File: config.mk
export PLATFORM = sky130hd
export DESIGN_NAME = opb_register_simulink2ppc
export DESIGN_NICKNAME = d
export VERILOG_FILES = /design/src/rtl/opb_s2p_pkg.sv /design/src/rtl/opb_slave_ack_fsm.sv /design/src/rtl/opb_register_simulink2ppc.sv
export SDC_FILE = /design/constraint.sdc
export NUM_CORES = 1
export LEC_CHECK = 0
export CORE_MARGIN = 2
export CORE_UTILIZATION = 46
export DETAILED_ROUTE_END_ITERATION = 6
export PLACE_DENSITY = 0.95
export SYNTH_ARGS = -nofsm -noshare
export SYNTH_HDL_FRONTEND = slang
export SYNTH_SLANG_ARGS = --single-unit
File: constraint.sdc
create_clock -name OPB_Clk -period 9.4 [get_ports OPB_Clk]
set_clock_uncertainty 0.2 [all_clocks]
set_input_delay 2.82 -clock OPB_Clk [delete_from_list [all_inputs] [get_ports OPB_Clk]]
set_output_delay 2.82 -clock OPB_Clk [all_outputs]
set_load 0.05 [all_outputs]
File: src/rtl/opb_s2p_pkg.sv
// rtl/opb_s2p_pkg.sv - shared offsets, bit indices and FSM states for the simulink2ppc OPB register
// Purpose: constants shared by the OPB slave FSM and the register top.
// Ports: none (package).
package opb_s2p_pkg;

    // Word offsets (OPB_ABus[28:29])
    localparam logic [1:0] OFF_DATA   = 2'd0;
    localparam logic [1:0] OFF_STATUS = 2'd1;
    localparam logic [1:0] OFF_CTRL   = 2'd2;

    // Bit indices in OPB numbering (bit 0 = MSB)
    localparam int STATUS_VALID_BIT   = 0;
    localparam int STATUS_OVERRUN_BIT = 1;
    localparam int CTRL_CLEAR_BIT     = 30;
    localparam int CTRL_CAP_EN_BIT    = 31;

    typedef enum logic {
        ST_IDLE = 1'b0,
        ST_ACK  = 1'b1
    } ack_state_e;

endpackage

File: src/rtl/opb_slave_ack_fsm.sv
// rtl/opb_slave_ack_fsm.sv - address decode and single-beat IDLE/ACK handshake
// Purpose: decodes the OPB address window and produces a one-cycle xferAck one
//   cycle after a hit seen in IDLE.
// Ports: clk/rst (async active-high), abus/select/rnw from OPB;
//   ack (registered xferAck), rd_strobe/wr_strobe (hit cycle, combinational),
//   offset (word offset within the window).
module opb_slave_ack_fsm
    import opb_s2p_pkg::*;
#(
    parameter logic [31:0] C_BASEADDR = 32'h01000400,
    parameter logic [31:0] C_HIGHADDR = 32'h010004FF
) (
    input  logic        clk,
    input  logic        rst,
    input  logic [0:31] abus,
    input  logic        select,
    input  logic        rnw,
    output logic        ack,
    output logic        rd_strobe,
    output logic        wr_strobe,
    output logic [1:0]  offset
);

    ack_state_e state_q, state_d;
    logic       hit;
    logic       start;

    assign hit    = select && (abus >= C_BASEADDR) && (abus <= C_HIGHADDR);
    assign offset = abus[28:29];

    // Only IDLE accepts a request, so a select held through the ack cycle
    // cannot start a second transfer.
    assign start     = (state_q == ST_IDLE) && hit;
    assign rd_strobe = start && rnw;
    assign wr_strobe = start && !rnw;
    assign ack       = (state_q == ST_ACK);

    always_comb begin
        state_d = state_q;
        case (state_q)
            ST_IDLE: if (hit) state_d = ST_ACK;
            ST_ACK:  state_d = ST_IDLE;
            default: state_d = ST_IDLE;
        endcase
    end

    always_ff @(posedge clk or posedge rst) begin
        if (rst) begin
            state_q <= ST_IDLE;
        end else begin
            state_q <= state_d;
        end
    end

endmodule

File: src/rtl/opb_register_simulink2ppc.sv
// rtl/opb_register_simulink2ppc.sv - OPB slave exposing a fabric-produced word to PPC software
// Purpose: latches user_data_in on user_valid, tracks valid/overrun/update count,
//   and serves DATA/STATUS/CTRL over OPB.
// Ports: OPB_Clk/OPB_Rst (async active-high); OPB slave outputs Sl_*; OPB master
//   inputs OPB_*; fabric side user_data_in/user_valid in, user_read_pulse out.
module opb_register_simulink2ppc
    import opb_s2p_pkg::*;
#(
    parameter logic [31:0] C_BASEADDR   = 32'h01000400,
    parameter logic [31:0] C_HIGHADDR   = 32'h010004FF,
    parameter int          C_OPB_AWIDTH = 32,
    parameter int          C_OPB_DWIDTH = 32,
    parameter string       C_FAMILY     = "virtex5"
) (
    input  logic                    OPB_Clk,
    input  logic                    OPB_Rst,
    output logic [0:C_OPB_DWIDTH-1] Sl_DBus,
    output logic                    Sl_errAck,
    output logic                    Sl_retry,
    output logic                    Sl_toutSup,
    output logic                    Sl_xferAck,
    input  logic [0:C_OPB_AWIDTH-1] OPB_ABus,
    input  logic [0:3]              OPB_BE,
    input  logic [0:C_OPB_DWIDTH-1] OPB_DBus,
    input  logic                    OPB_RNW,
    input  logic                    OPB_select,
    input  logic                    OPB_seqAddr,
    input  logic [31:0]             user_data_in,
    input  logic                    user_valid,
    output logic                    user_read_pulse
);

    logic        ack, rd_strobe, wr_strobe;
    logic [1:0]  offset;

    logic [31:0] data_q, data_d;
    logic        valid_q, valid_d;
    logic        overrun_q, overrun_d;
    logic [15:0] count_q, count_d;
    logic        cap_en_q, cap_en_d;
    logic [0:C_OPB_DWIDTH-1] sl_dbus_q, sl_dbus_d;
    logic        read_pulse_q, read_pulse_d;

    logic [0:C_OPB_DWIDTH-1] rd_word;
    logic        capture, ctrl_wr, clear;
    logic        unused_inputs;

    opb_slave_ack_fsm #(
        .C_BASEADDR (C_BASEADDR),
        .C_HIGHADDR (C_HIGHADDR)
    ) u_fsm (
        .clk       (OPB_Clk),
        .rst       (OPB_Rst),
        .abus      (OPB_ABus),
        .select    (OPB_select),
        .rnw       (OPB_RNW),
        .ack       (ack),
        .rd_strobe (rd_strobe),
        .wr_strobe (wr_strobe),
        .offset    (offset)
    );

    assign Sl_xferAck      = ack;
    assign Sl_DBus         = sl_dbus_q;
    assign Sl_errAck       = 1'b0;
    assign Sl_retry        = 1'b0;
    assign Sl_toutSup      = 1'b0;
    assign user_read_pulse = read_pulse_q;

    // Burst hint and the non-CTRL byte lanes carry nothing this block needs.
    assign unused_inputs = ^{OPB_seqAddr, OPB_BE[0:2], OPB_DBus[0:29]};

    assign capture = user_valid && cap_en_q;
    assign ctrl_wr = wr_strobe && (offset == OFF_CTRL) && OPB_BE[3];
    assign clear   = ctrl_wr && OPB_DBus[CTRL_CLEAR_BIT];

    // Read data is taken from the register state in the hit cycle, so a capture
    // landing on the same edge is not visible until the next read.
    always_comb begin
        rd_word = '0;
        case (offset)
            OFF_DATA:   rd_word = data_q;
            OFF_STATUS: begin
                rd_word[STATUS_VALID_BIT]   = valid_q;
                rd_word[STATUS_OVERRUN_BIT] = overrun_q;
                rd_word[16:31]              = count_q;
            end
            OFF_CTRL:   rd_word[CTRL_CAP_EN_BIT] = cap_en_q;
            default:    rd_word = '0;
        endcase
        sl_dbus_d    = rd_strobe ? rd_word : '0;
        read_pulse_d = rd_strobe && (offset == OFF_DATA);
    end

    // read_pulse_q marks the DATA-read ack cycle, which is when valid is consumed.
    always_comb begin
        data_d    = data_q;
        valid_d   = valid_q;
        overrun_d = overrun_q;
        count_d   = count_q;
        cap_en_d  = cap_en_q;
        if (clear) begin
            overrun_d = 1'b0;
            count_d   = '0;
        end
        if (capture) begin
            data_d  = user_data_in;
            valid_d = 1'b1;
            count_d = count_d + 16'd1;
            // A word consumed by this cycle's DATA read is not overwritten unread.
            if (valid_q && !read_pulse_q && !clear) overrun_d = 1'b1;
        end else if (read_pulse_q) begin
            valid_d = 1'b0;
        end
        if (ctrl_wr) cap_en_d = OPB_DBus[CTRL_CAP_EN_BIT];
    end

    always_ff @(posedge OPB_Clk or posedge OPB_Rst) begin
        if (OPB_Rst) begin
            data_q       <= '0;
            valid_q      <= 1'b0;
            overrun_q    <= 1'b0;
            count_q      <= '0;
            cap_en_q     <= 1'b1;
            sl_dbus_q    <= '0;
            read_pulse_q <= 1'b0;
        end else begin
            data_q       <= data_d;
            valid_q      <= valid_d;
            overrun_q    <= overrun_d;
            count_q      <= count_d;
            cap_en_q     <= cap_en_d;
            sl_dbus_q    <= sl_dbus_d;
            read_pulse_q <= read_pulse_d;
        end
    end

endmodule

==> results by group, run 1 <==
Status
  • Result of the run: finished clean

Floorplanning
  • Die X: 91.74 um
  • Number of ports placed on the die boundary: 143
  • Height of the chip: 91.74 um
  • Effective utilization at floorplan: 0.4805
  • Die Footprint: 8415 sq um
  • Std-Cell Core Area: 7370 sq um
  • Number of placement rows: 31

Placed design
  • # port buffers: 99
  • Post-placement setup slack: 3.890 ns
  • Half-perimeter wire length after placement: 4.958 mm
  • Dpl cells: 467
  • Routability cong.: 0.7460
  • Cell area after placement: 4589 sq um

Timing
  • Final Max Slew Viols: 0
  • Setup TNS: 0 ns
  • Setup repair after global routing missed its margin: false
  • Final setup fails: 0
  • Peak clock frequency supported by timing: 0.1921 GHz
  • Slew headroom: 0.3053
  • Fin. Hold Viols: 0
  • Final worst slack: 4.195 ns
  • Final min period: 5.205 ns
  • Part of the cycle the worst path needs: 0.5537
  • Transition at the pin with the smallest max-transition slack: 1.042 ns
  • Final-layout worst hold slack: 0.2993 ns

Power and ir drop
  • Total power draw: 710.2 uW
  • Peak supply drop: 0.07437 mV
  • Leak: 2.173 nW
  • PD cells: 147.2 nW/um^2

Worst hold path
  • Start point of the worst min-delay path: data_q[25]$_DFFE_PP0P_
  • Destination of the worst hold path: Sl_DBus[6]$_DFF_PP0_
  • Worst hold path class: flop to flop
  • Number of cells traversed by the worst hold path: 1

Cells and area
  • Area taken by multi-input logic gates: 1301 sq um
  • Fillers: 583
  • Final design area excluding fillers: 4825 sq um
  • Area of all sequential standard cells: 2128 sq um
  • Count of nets after finishing: 486
  • Fin util: 0.6547
  • Relative area change from synthesis to final layout: 36.25%
  • Final instance count without filler cells: 482
  • Number of antenna repair diodes: 0
  • Fraction of final layout cells sized beyond drive strength 1: 0.1645

Clock network
  • Hold_buf cts: 0
  • Post CTS Setup Buffer Count: 0
  • CTS H-tree lvls: 3
  • Source-to-sink clock delay at the later pin of the worst-skew pair: 0.34 ns
  • Clock Path Buffers: 2
  • Clock-pin slew on the worst setup and hold paths: 0.08 ns
  • CTS-repair resized insts: 0
  • Number of buffers inserted during clock tree synthesis: 9
  • Clock root buffer: clkbuf_8
  • Clock tree from TritonCTS: yes
  • Number of clock sinks: 85

Setup path
  • Req. time, crit path: 9.43 ns
  • Data arrival time of the critical path: 5.23 ns
  • End of the worst register-to-register path: Sl_DBus[11]$_DFF_PP0_
  • Worst reg2reg path startpoint: u_fsm.ack$_DFF_PP0_
  • CP Launch Type: input port
  • Logic depth of the worst register-to-register path: 4
  • Crit-path max FO: 5
  • Setup crit end kind: flop
  • Launching instance or port of the critical path: OPB_ABus[28]
  • Reg2Reg Setup Slack: 7.03 ns
  • Setup Crit Path Kind: input port to flop

Synth
  • Yosys cell types: 39
  • Post-Syn Area: 3541 sq um
  • Number of instances in the synthesized netlist: 279
  • YS warnings: 0
  • Number of synthesized register bits: 85
  • Mean area per synthesized cell: 12.69 sq um
  • Sequential element share of the synthesized area: 0.6011

GRT
  • Global-route wire length before repair: 11.90 mm
  • GRT Resource Usage Total: 0.1803
  • Number of antenna violations at the first check in global routing: 0
  • Remaining Overflow, GRT: 0
  • Number of global-route vias before repair: 2,533
  • Pin count of the biggest net entering global routing: 86

Drt
  • Antenna viol nets, final: 0
  • DRC violation count after routing: 0
  • Vias per cell: 5.056
  • Detail Route met3 WL: 305 um
  • Detailed-route via count: 2,437
  • Routed wire length per instance: 14.92 um
  • Sum of routed wire length over all layers: 7.192 mm
  • DRC violation total after the first TritonRoute iteration: 100
  • Detailed-routing iteration count for the pre-antenna-repair pass: 4
  • Metal2 WL: 3.738 mm
  • Routed metal-1 wire length: 3.017 mm
  • Top Metal Used: met4

Run
  • Number of violations of the max-capacitance limit: 0
state kept, by name, indices dropped and copies added, names as in the netlist:
register,count
overrun_q,1
cap_en_q,1
count_q,16
user_read_pulse,1
u_fsm.ack,1
valid_q,1
data_q,32
Sl_DBus,32
worst max-delay path, stage by stage:
cell	delay, ns
clkdlybuf4s50_1	0.56
nor4bb_1	0.48
nand4_1	0.23
o21ai_0	0.32
inv_1	0.08
ha_1	0.22
nand4_1	0.20
nor4_1	0.11
xnor2_1	0.14
nor2_1	0.05
worst max path at each step:
stage	cells after the start	slack, ns	end
2_1_floorplan	1	4.19	Sl_DBus[0]$_DFF_PP0_
3_3_place_gp	10	3.98	count_q[14]$_DFF_PP0_
3_5_place_dp	10	3.89	count_q[10]$_DFF_PP0_
4_1_cts	10	4.24	count_q[10]$_DFF_PP0_
5_1_grt	10	3.96	count_q[14]$_DFF_PP0_
6_report	10	4.20	count_q[14]$_DFF_PP0_
Yosys cell counts:
cell	n	area [sq um]
mux2i_1	18	180.2
nand3_1	3	15.01
nor2_1	32	120.1
nor4bb_1	2	20.02
and2_1	3	18.77
ha_1	1	12.51
a21o_1	1	7.510
a31oi_1	1	6.260
conb_1	1	3.750
nor4_2	1	12.51
buf_8	1	15.01
nor4_4	1	21.27
nand3_2	1	10.01
dfstp_2	1	26.28
buf_4	4	30.03
o21ai_0	8	40.04
or2_2	1	6.260
inv_1	9	33.78
clkbuf_1	5	18.77
nand4_1	6	37.54
nand3b_1	1	7.510
nand2_1	7	26.28
or4_1	2	15.01
or3_1	3	18.77
dfrtp_1	84	2102
mux2_2	33	371.6
buf_1	3	11.26
xor2_1	2	17.52
nor3_1	8	40.04
a21oi_1	3	15.01
nor4_1	4	25.02
nor4b_2	1	15.01
nor3b_2	3	37.54
nor4b_1	1	8.760
xnor2_1	10	87.58
and3_1	6	37.54
nand4_2	1	12.51
buf_6	1	11.26
nor3b_1	6	45.04
cell families (layout without fill, tap and decap cells):
group	count (synthesis)	after routing	synth area share
other	1	3	0.001059
DFF	85	85	0.6011
muxes	51	51	0.1558
buffers and inverters	23	125	0.03392
xor gates and xnor gates	12	12	0.02968
AOI/OAI and AO/OA	13	13	0.01944
adders and majority gates	1	1	0.003533
and+or+nand+nor	93	93	0.1555
layout make-up:
type	instances	share of cell area
flip-flops and latches	85	0.4411
multi-input cells	173	0.2697
repair buffers	101	0.2075
clock buffers	9	0.02567
well taps	99	0.02567
clock inverters	6	0.02308
inverters	9	0.007261
routing by layer:
metal | global-route usage | vias up
met2 | 0.3217 | 71
met3 | 0.04026 | 15
met4 | 0.06343 | 0
met5 | 0 | -
li1 | - | 1159
met1 | 0.2141 | 1192
where the power goes:
group	switching [mW]	internal, mW	total [mW]
clock network	0.125	0.176	0.300
logic	0.0183	0.0265	0.0448
registers	0.0000000587	0.365	0.365
total	0.143	0.567	0.710
cell usage in the layout (no fill, tap or decap), types with 3 or more instances in the layout:
master / instances
nor3_1: 8
nor2_1: 32
nor3b_2: 3
a21oi_1: 3
bufinv_16: 3
conb_1: 3
mux2_2: 33
clkdlybuf4s50_1: 98
o21ai_0: 8
nor3b_1: 6
xnor2_1: 10
nand2_1: 7
and3_1: 6
mux2i_1: 18
nand3_1: 3
or3_1: 3
nand4_1: 6
nor4_1: 4
dfrtp_1: 84
clkbuf_8: 9
inv_1: 8
Power figures use the tool's default switching activity.
==> run 2, diff against run 1 <==
--- a/config.mk
+++ b/config.mk
@@ -6,9 +6,9 @@
 export NUM_CORES = 1
 export LEC_CHECK = 0
 export CORE_MARGIN = 2
-export CORE_UTILIZATION = 46
+export CORE_UTILIZATION = 43
 export DETAILED_ROUTE_END_ITERATION = 6
-export PLACE_DENSITY = 0.95
+export PLACE_DENSITY = 0.91
 export SYNTH_ARGS = -nofsm -noshare
 export SYNTH_HDL_FRONTEND = slang
 export SYNTH_SLANG_ARGS = --single-unit
==> constraint.sdc (replaced) <==
create_clock -name OPB_Clk -period 5.2 [get_ports OPB_Clk]
set_clock_uncertainty 0.2 [all_clocks]
set_input_delay 1.56 -clock OPB_Clk [delete_from_list [all_inputs] [get_ports OPB_Clk]]
set_output_delay 1.56 -clock OPB_Clk [all_outputs]
set_load 0.05 [all_outputs]
==> run 2 against run 1 <==
- non-clock buffer count rose by 1
- via count rose by 1.3%
- register-to-register slack got worse by 4.3 ns
- flip-flop and latch count did not move
- highest routed layer unchanged
- critical endpoint unchanged
==> results by group, run 2 (same netlist as run 1, synthesis figures left out) <==
Status
  • Result of the run: finished clean

Drt
  • Antenna viol nets, final: 0 (unchanged)
  • Vias per cell: 5.039 (-0.34%)
  • DRC violation total after the first TritonRoute iteration: 94 (-6.0%)
  • DRC violation count after routing: 0 (unchanged)
  • Routed wire length per instance: 14.91 um (about the same)
  • Detailed-routing iteration count for the pre-antenna-repair pass: 4 (unchanged)
  • Sum of routed wire length over all layers: 7.305 mm (+1.6%)
  • Detailed-route via count: 2,469 (+1.3%)

Setup path
  • Req. time, crit path: 5.22 ns (-4.21 ns)
  • CP Launch Type: input port
  • Setup Crit Path Kind: input port to flop
  • Reg2Reg Setup Slack: 2.70 ns (-4.33 ns)
  • Setup crit end kind: flop
  • Data arrival time of the critical path: 4.06 ns (-1.17 ns)
  • Crit-path max FO: 5 (unchanged)

Placed design
  • # port buffers: 99 (unchanged)
  • Half-perimeter wire length after placement: 5.138 mm (+3.6%)
  • Post-placement setup slack: 0.8531 ns (-3.037 ns)
  • Dpl cells: 474 (+1.5%)
  • Routability cong.: 0.7736 (+3.7%)

Clock network
  • CTS-repair resized insts: 0 (unchanged)
  • Clock root buffer: clkbuf_8
  • CTS H-tree lvls: 3 (unchanged)
  • Clock tree from TritonCTS: yes
  • Hold_buf cts: 0 (unchanged)
  • Number of buffers inserted during clock tree synthesis: 9 (unchanged)
  • Clock Path Buffers: 2 (unchanged)
  • Source-to-sink clock delay at the later pin of the worst-skew pair: 0.34 ns (about the same)
  • Clock-pin slew on the worst setup and hold paths: 0.08 ns (about the same)
  • Number of clock sinks: 85 (unchanged)
  • Post CTS Setup Buffer Count: 0 (unchanged)

Timing
  • Peak clock frequency supported by timing: 0.2474 GHz
  • Setup repair after global routing missed its margin: false
  • Setup TNS: 0 ns (unchanged)
  • Transition at the pin with the smallest max-transition slack: 1.001 ns (-0.04069 ns)
  • Final min period: 4.042 ns
  • Final worst slack: 1.158 ns (-3.037 ns)
  • Part of the cycle the worst path needs: 0.7773
  • Final Max Slew Viols: 0 (unchanged)
  • Final setup fails: 0 (unchanged)
  • Slew headroom: 0.3324 (+0.02712)
  • Fin. Hold Viols: 0 (unchanged)

Floorplanning
  • Die X: 94.75 um (+3.3%)
  • Number of placement rows: 33 (+6.5%)
  • Std-Cell Core Area: 8093 sq um (+9.8%)
  • Height of the chip: 94.75 um (+3.3%)
  • Effective utilization at floorplan: 0.4375 (-0.04294)
  • Die Footprint: 8977 sq um (+6.7%)
  • Number of ports placed on the die boundary: 143 (unchanged)

Power and ir drop
  • Leak: 2.159 nW (-0.67%)
  • PD cells: 249.1 nW/um^2 (+69%)
  • Peak supply drop: 0.1297 mV (+74%)

Worst hold path
  • Worst hold path class: flop to flop

Cells and area
  • Count of nets after finishing: 487 (+0.21%)
  • Fillers: 669 (+15%)
  • Most frequent standard cell in the layout excluding fill and tap cells: clkdlybuf4s50_1
  • Final instance count without filler cells: 490 (+1.7%)
  • Highest-count cells in the layout ignoring fill and taps: 98 x clkdlybuf4s50_1, 84 x dfrtp_1, 33 x mux2_2, 32 x nor2_1, 18 x mux2i_1
  • Relative area change from synthesis to final layout: 35.48%
  • Fraction of final layout cells sized beyond drive strength 1: 0.1636 (-0.0008545)
  • Number of antenna repair diodes: 0 (unchanged)

GRT
  • Pin count of the biggest net entering global routing: 52 (-40%)
  • Global-route wire length before repair: 12.09 mm (+1.6%)
  • Number of global-route vias before repair: 2,544 (+0.43%)
  • Number of antenna violations at the first check in global routing: 0 (unchanged)
  • GRT Resource Usage Total: 0.1759 (-0.004392)
  • Remaining Overflow, GRT: 0 (unchanged)

Run
  • Number of violations of the max-capacitance limit: 0 (unchanged)
-- run 2: power by group --
part	switching, mW	internal (mW)	total (mW)
sequential	0.000000102	0.660	0.660
clock	0.219	0.234	0.453
combinational	0.0331	0.0483	0.0813
total	0.252	0.943	1.20
-- run 2: layout make-up --
class	instances	area [sq um]	area share
Sequential cell	85	2128	0.4437
Multi-Input combinational cell	173	1301	0.2713
Timing Repair Buffer	102	1008	0.2102
Clock buffer	12	145.1	0.03026
Tap cell	105	131.4	0.02739
Clock inverter	4	47.55	0.009911
Inverter	9	35.03	0.007303
-- run 2: metal layers --
metal  share of wire  vias up  track usage
met5               0        -            0
met4           0.024        0      0.08092
met3           0.040       16      0.03272
met2            0.52       69       0.2973
met1            0.42     1217       0.2191
li1                -     1167            -
-- run 2: metrics by stage --
stage	util	power, mW	hold slack (ns)	cell area [sq um]
floorplan	-	0.7007	0.2623	3548
global placement	0.5690	0.7546	0.2805	4604
detailed placement	0.5690	0.7560	0.2881	4604
CTS	0.5928	1.208	0.3063	4797
global route	0.5928	1.246	0.3271	4797
finish	0.5928	1.195	0.2997	4797
-- run 2: path summary, 6_finish.rpt --
| check | startpoint | end | cells after the start |
|---|---|---|---|
| hold reg to reg | data_q[23]$_DFFE_PP0P_ | data_q[23]$_DFFE_PP0P_ | 1 |
| hold / removal | data_q[23]$_DFFE_PP0P_ | data_q[23]$_DFFE_PP0P_ | 1 |
| setup / recovery | OPB_ABus[28] | count_q[14]$_DFF_PP0_ | 10 |
| max in group asynchronous | OPB_Rst | Sl_DBus[16]$_DFF_PP0_ | 3 |
| min in group asynchronous | OPB_Rst | Sl_DBus[6]$_DFF_PP0_ | 2 |
| setup reg to reg | u_fsm.ack$_DFF_PP0_ | count_q[14]$_DFF_PP0_ | 9 |
-- run 2: worst max-delay path, cell delays in order --
cell and delay, ns:
clkdlybuf4s50_1 0.56, nor4bb_1 0.42, nand4_1 0.25, o21ai_0 0.37, inv_1 0.09, ha_1 0.23, nand4_1 0.22, nor4_1 0.12
xnor2_1 0.18, nor2_1 0.06
==> run 3, diff against run 2 <==
--- a/config.mk
+++ b/config.mk
@@ -6,9 +6,9 @@
 export NUM_CORES = 1
 export LEC_CHECK = 0
 export CORE_MARGIN = 2
-export CORE_UTILIZATION = 43
+export CORE_UTILIZATION = 39
 export DETAILED_ROUTE_END_ITERATION = 6
-export PLACE_DENSITY = 0.91
+export PLACE_DENSITY = 0.87
 export SYNTH_ARGS = -nofsm -noshare
 export SYNTH_HDL_FRONTEND = slang
 export SYNTH_SLANG_ARGS = --single-unit
==> constraint.sdc (replaced) <==
create_clock -name OPB_Clk -period 3.39 [get_ports OPB_Clk]
set_clock_uncertainty 0.2 [all_clocks]
set_input_delay 1.017 -clock OPB_Clk [delete_from_list [all_inputs] [get_ports OPB_Clk]]
set_output_delay 1.017 -clock OPB_Clk [all_outputs]
set_load 0.05 [all_outputs]
==> run 3 against run 2 <==
- sequential power is 53% higher
- sequential share of layout area is 1.1 points lower
- die area is 9.8% higher
- critical endpoint is now count_q[10]$_DFF_PP0_
- final area is 2.7% higher
- largest cell class unchanged
- hold slack better by 0.0055 ns
==> results by group, run 3 (same netlist as run 1, synthesis figures left out) <==
Placed design
  • # port buffers: 99 (unchanged)
  • Half-perimeter wire length after placement: 5.183 mm (+0.87%)
  • Cell area after placement: 4703 sq um (+2.1%)
  • Routability cong.: 0.7696 (-0.52%)

Setup path
  • Setup crit end kind: flop
  • CP Launch Type: input port
  • End of the worst register-to-register path: count_q[10]$_DFF_PP0_
  • Library cell contributing the largest single delay on the critical path: nor4b_1
  • Logic depth of the worst register-to-register path: 9 (unchanged)
  • Top cell by count, worst path: nand4_1
  • Req. time, crit path: 3.44 ns (-1.78 ns)
  • Family with the most delay on the worst path: simple AND/OR/NAND/NOR gates
  • Crit-path max FO: 5 (unchanged)
  • Chain of cells forming the critical path: clkdlybuf4s50_1 > nor4b_1 > nand4_1 > o21ai_0 > inv_1 > ha_1 > nand4_1 > nor3_1 > xnor2_1 > nor2_1
  • Worst reg2reg path startpoint: u_fsm.ack$_DFF_PP0_
  • Setup Crit Path Kind: input port to flop
  • Path length in cells of the critical path: 10 (unchanged)
  • Combined buffer and inverter count along the critical path: 2 (unchanged)
  • Data arrival time of the critical path: 3.23 ns (-0.83 ns)
  • Reg2Reg Setup Slack: 1.10 ns (-1.60 ns)
  • Biggest cell delay along the critical path: 0.43 ns (-0.13 ns)

Timing
  • Final setup fails: 0 (unchanged)
  • Final Max Slew Viols: 0 (unchanged)
  • Setup repair after global routing missed its margin: false
  • Fin. Hold Viols: 0 (unchanged)
  • Final min period: 3.177 ns
  • Part of the cycle the worst path needs: 0.9373
  • Setup TNS: 0 ns (unchanged)
  • Slew headroom: 0.6423 (+0.3099)
  • Peak clock frequency supported by timing: 0.3147 GHz
  • Transition at the pin with the smallest max-transition slack: 0.5349 ns (-0.4666 ns)

Clock network
  • Post CTS Setup Buffer Count: 0 (unchanged)
  • Clock tree from TritonCTS: yes
  • CTS-repair resized insts: 0 (unchanged)
  • Source-to-sink clock delay at the later pin of the worst-skew pair: 0.35 ns (about the same)
  • Clock root buffer: clkbuf_8
  • Number of clock sinks: 85 (unchanged)
  • Number of buffers inserted during clock tree synthesis: 9 (unchanged)
  • Clock-pin slew on the worst setup and hold paths: 0.09 ns (about the same)
  • Clock Path Buffers: 2 (unchanged)
  • CTS H-tree lvls: 3 (unchanged)
  • Hold_buf cts: 0 (unchanged)

GRT
  • GRT Resource Usage Total: 0.1596 (-0.01630)
  • Remaining Overflow, GRT: 0 (unchanged)
  • Global-route wire length before repair: 12.41 mm (+2.6%)
  • Number of global-route vias before repair: 2,603 (+2.3%)
  • Pin count of the biggest net entering global routing: 86 (+65%)
  • Number of antenna violations at the first check in global routing: 0 (unchanged)

Drt
  • Detailed-route via count: 2,477 (+0.32%)
  • DRC violation count after routing: 0 (unchanged)
  • Detailed-routing iteration count for the pre-antenna-repair pass: 4 (unchanged)
  • Vias per cell: 4.934 (-2.1%)
  • DRC violation total after the first TritonRoute iteration: 78 (-17%)
  • Antenna viol nets, final: 0 (unchanged)
  • Sum of routed wire length over all layers: 7.377 mm (+0.99%)
  • Routed wire length per instance: 14.70 um (-1.4%)

Worst hold path
  • Number of cells traversed by the worst hold path: 1 (unchanged)
  • Destination of the worst hold path: data_q[21]$_DFFE_PP0P_
  • Worst hold path class: flop to flop
  • Start point of the worst min-delay path: data_q[21]$_DFFE_PP0P_

Cells and area
  • Relative area change from synthesis to final layout: 39.08%
  • Count of nets after finishing: 496 (+1.8%)
  • Area of all sequential standard cells: 2128 sq um (unchanged)
  • Number of antenna repair diodes: 0 (unchanged)
  • Final design area excluding fillers: 4925 sq um (+2.7%)
  • Fraction of final layout cells sized beyond drive strength 1: 0.1878 (+0.02418)
  • Area taken by multi-input logic gates: 1301 sq um (unchanged)
  • Highest-count cells in the layout ignoring fill and taps: 98 x clkdlybuf4s50_1, 84 x dfrtp_1, 33 x mux2_2, 32 x nor2_1, 18 x mux2i_1
  • Fillers: 736 (+10%)
  • Most frequent standard cell in the layout excluding fill and tap cells: clkdlybuf4s50_1

Floorplanning
  • Height of the chip: 99.29 um (+4.8%)
  • Die X: 99.29 um (+4.8%)
  • Number of ports placed on the die boundary: 143 (unchanged)
  • Die Footprint: 9858 sq um (+9.8%)
  • Number of placement rows: 34 (+3.0%)
  • Std-Cell Core Area: 8763 sq um (+8.3%)
  • Effective utilization at floorplan: 0.4041 (-0.03348)

Power and ir drop
  • Leak: 2.216 nW (+2.7%)
  • PD cells: 393.1 nW/um^2 (+58%)
  • Peak supply drop: 0.2294 mV (+77%)

Status
  • Result of the run: finished clean

Run
  • Number of violations of the max-capacitance limit: 0 (unchanged)
[run 3: where the power goes]
group	switching [mW]	total (mW)	internal, mW	leakage, nW
Combinational	0.0513	0.128	0.0769	0.926
Sequential	0.000000159	1.01	1.01	1.18
Clock	0.376	0.795	0.419	0.106
Total	0.428	1.94	1.51	2.22
[run 3: worst max path at each step]
stage | startpoint | endpoint | slack [ns]
global placement | OPB_ABus[10] | count_q[14]$_DFF_PP0_ | -0.05
CTS | OPB_ABus[10] | count_q[10]$_DFF_PP0_ | 0.25
finish | OPB_ABus[10] | count_q[10]$_DFF_PP0_ | 0.21
detailed placement | OPB_ABus[10] | count_q[10]$_DFF_PP0_ | -0.13
floorplan | OPB_ABus[29] | count_q[14]$_DFF_PP0_ | 0.56
global route | OPB_BE[3] | count_q[14]$_DFF_PP0_ | 0.04
[run 3: stage by stage]
step	util	hold WS [ns]	total power, mW	instances	setup slack, ns
floorplan	-	0.2623	1.075	281	0.5630
global placement	0.5367	0.2784	1.162	486	-0.05267
finish	0.5620	0.3052	1.936	502	0.2127
global route	0.5620	0.3271	2.011	502	0.04345
CTS	0.5620	0.3089	1.959	502	0.2535
detailed placement	0.5367	0.2876	1.163	486	-0.1259
[run 3: routing by layer]
metal  track usage  vias to the layer above  routed length [um]
li1              -                     1184                   -
met2        0.2703                       70                3716
met5             0                        -                   0
met3       0.04216                       10                 383
met1        0.1970                     1213                3156
met4       0.05901                        0                 121
[run 3: final cells by class]
class,count,share of cell area
Sequential cell,85,0.4322
Inverter,9,0.007622
Tap cell,108,0.02744
Clock inverter,7,0.01982
Multi-Input combinational cell,173,0.2642
Timing Repair Buffer,111,0.2236
Clock buffer,9,0.02515
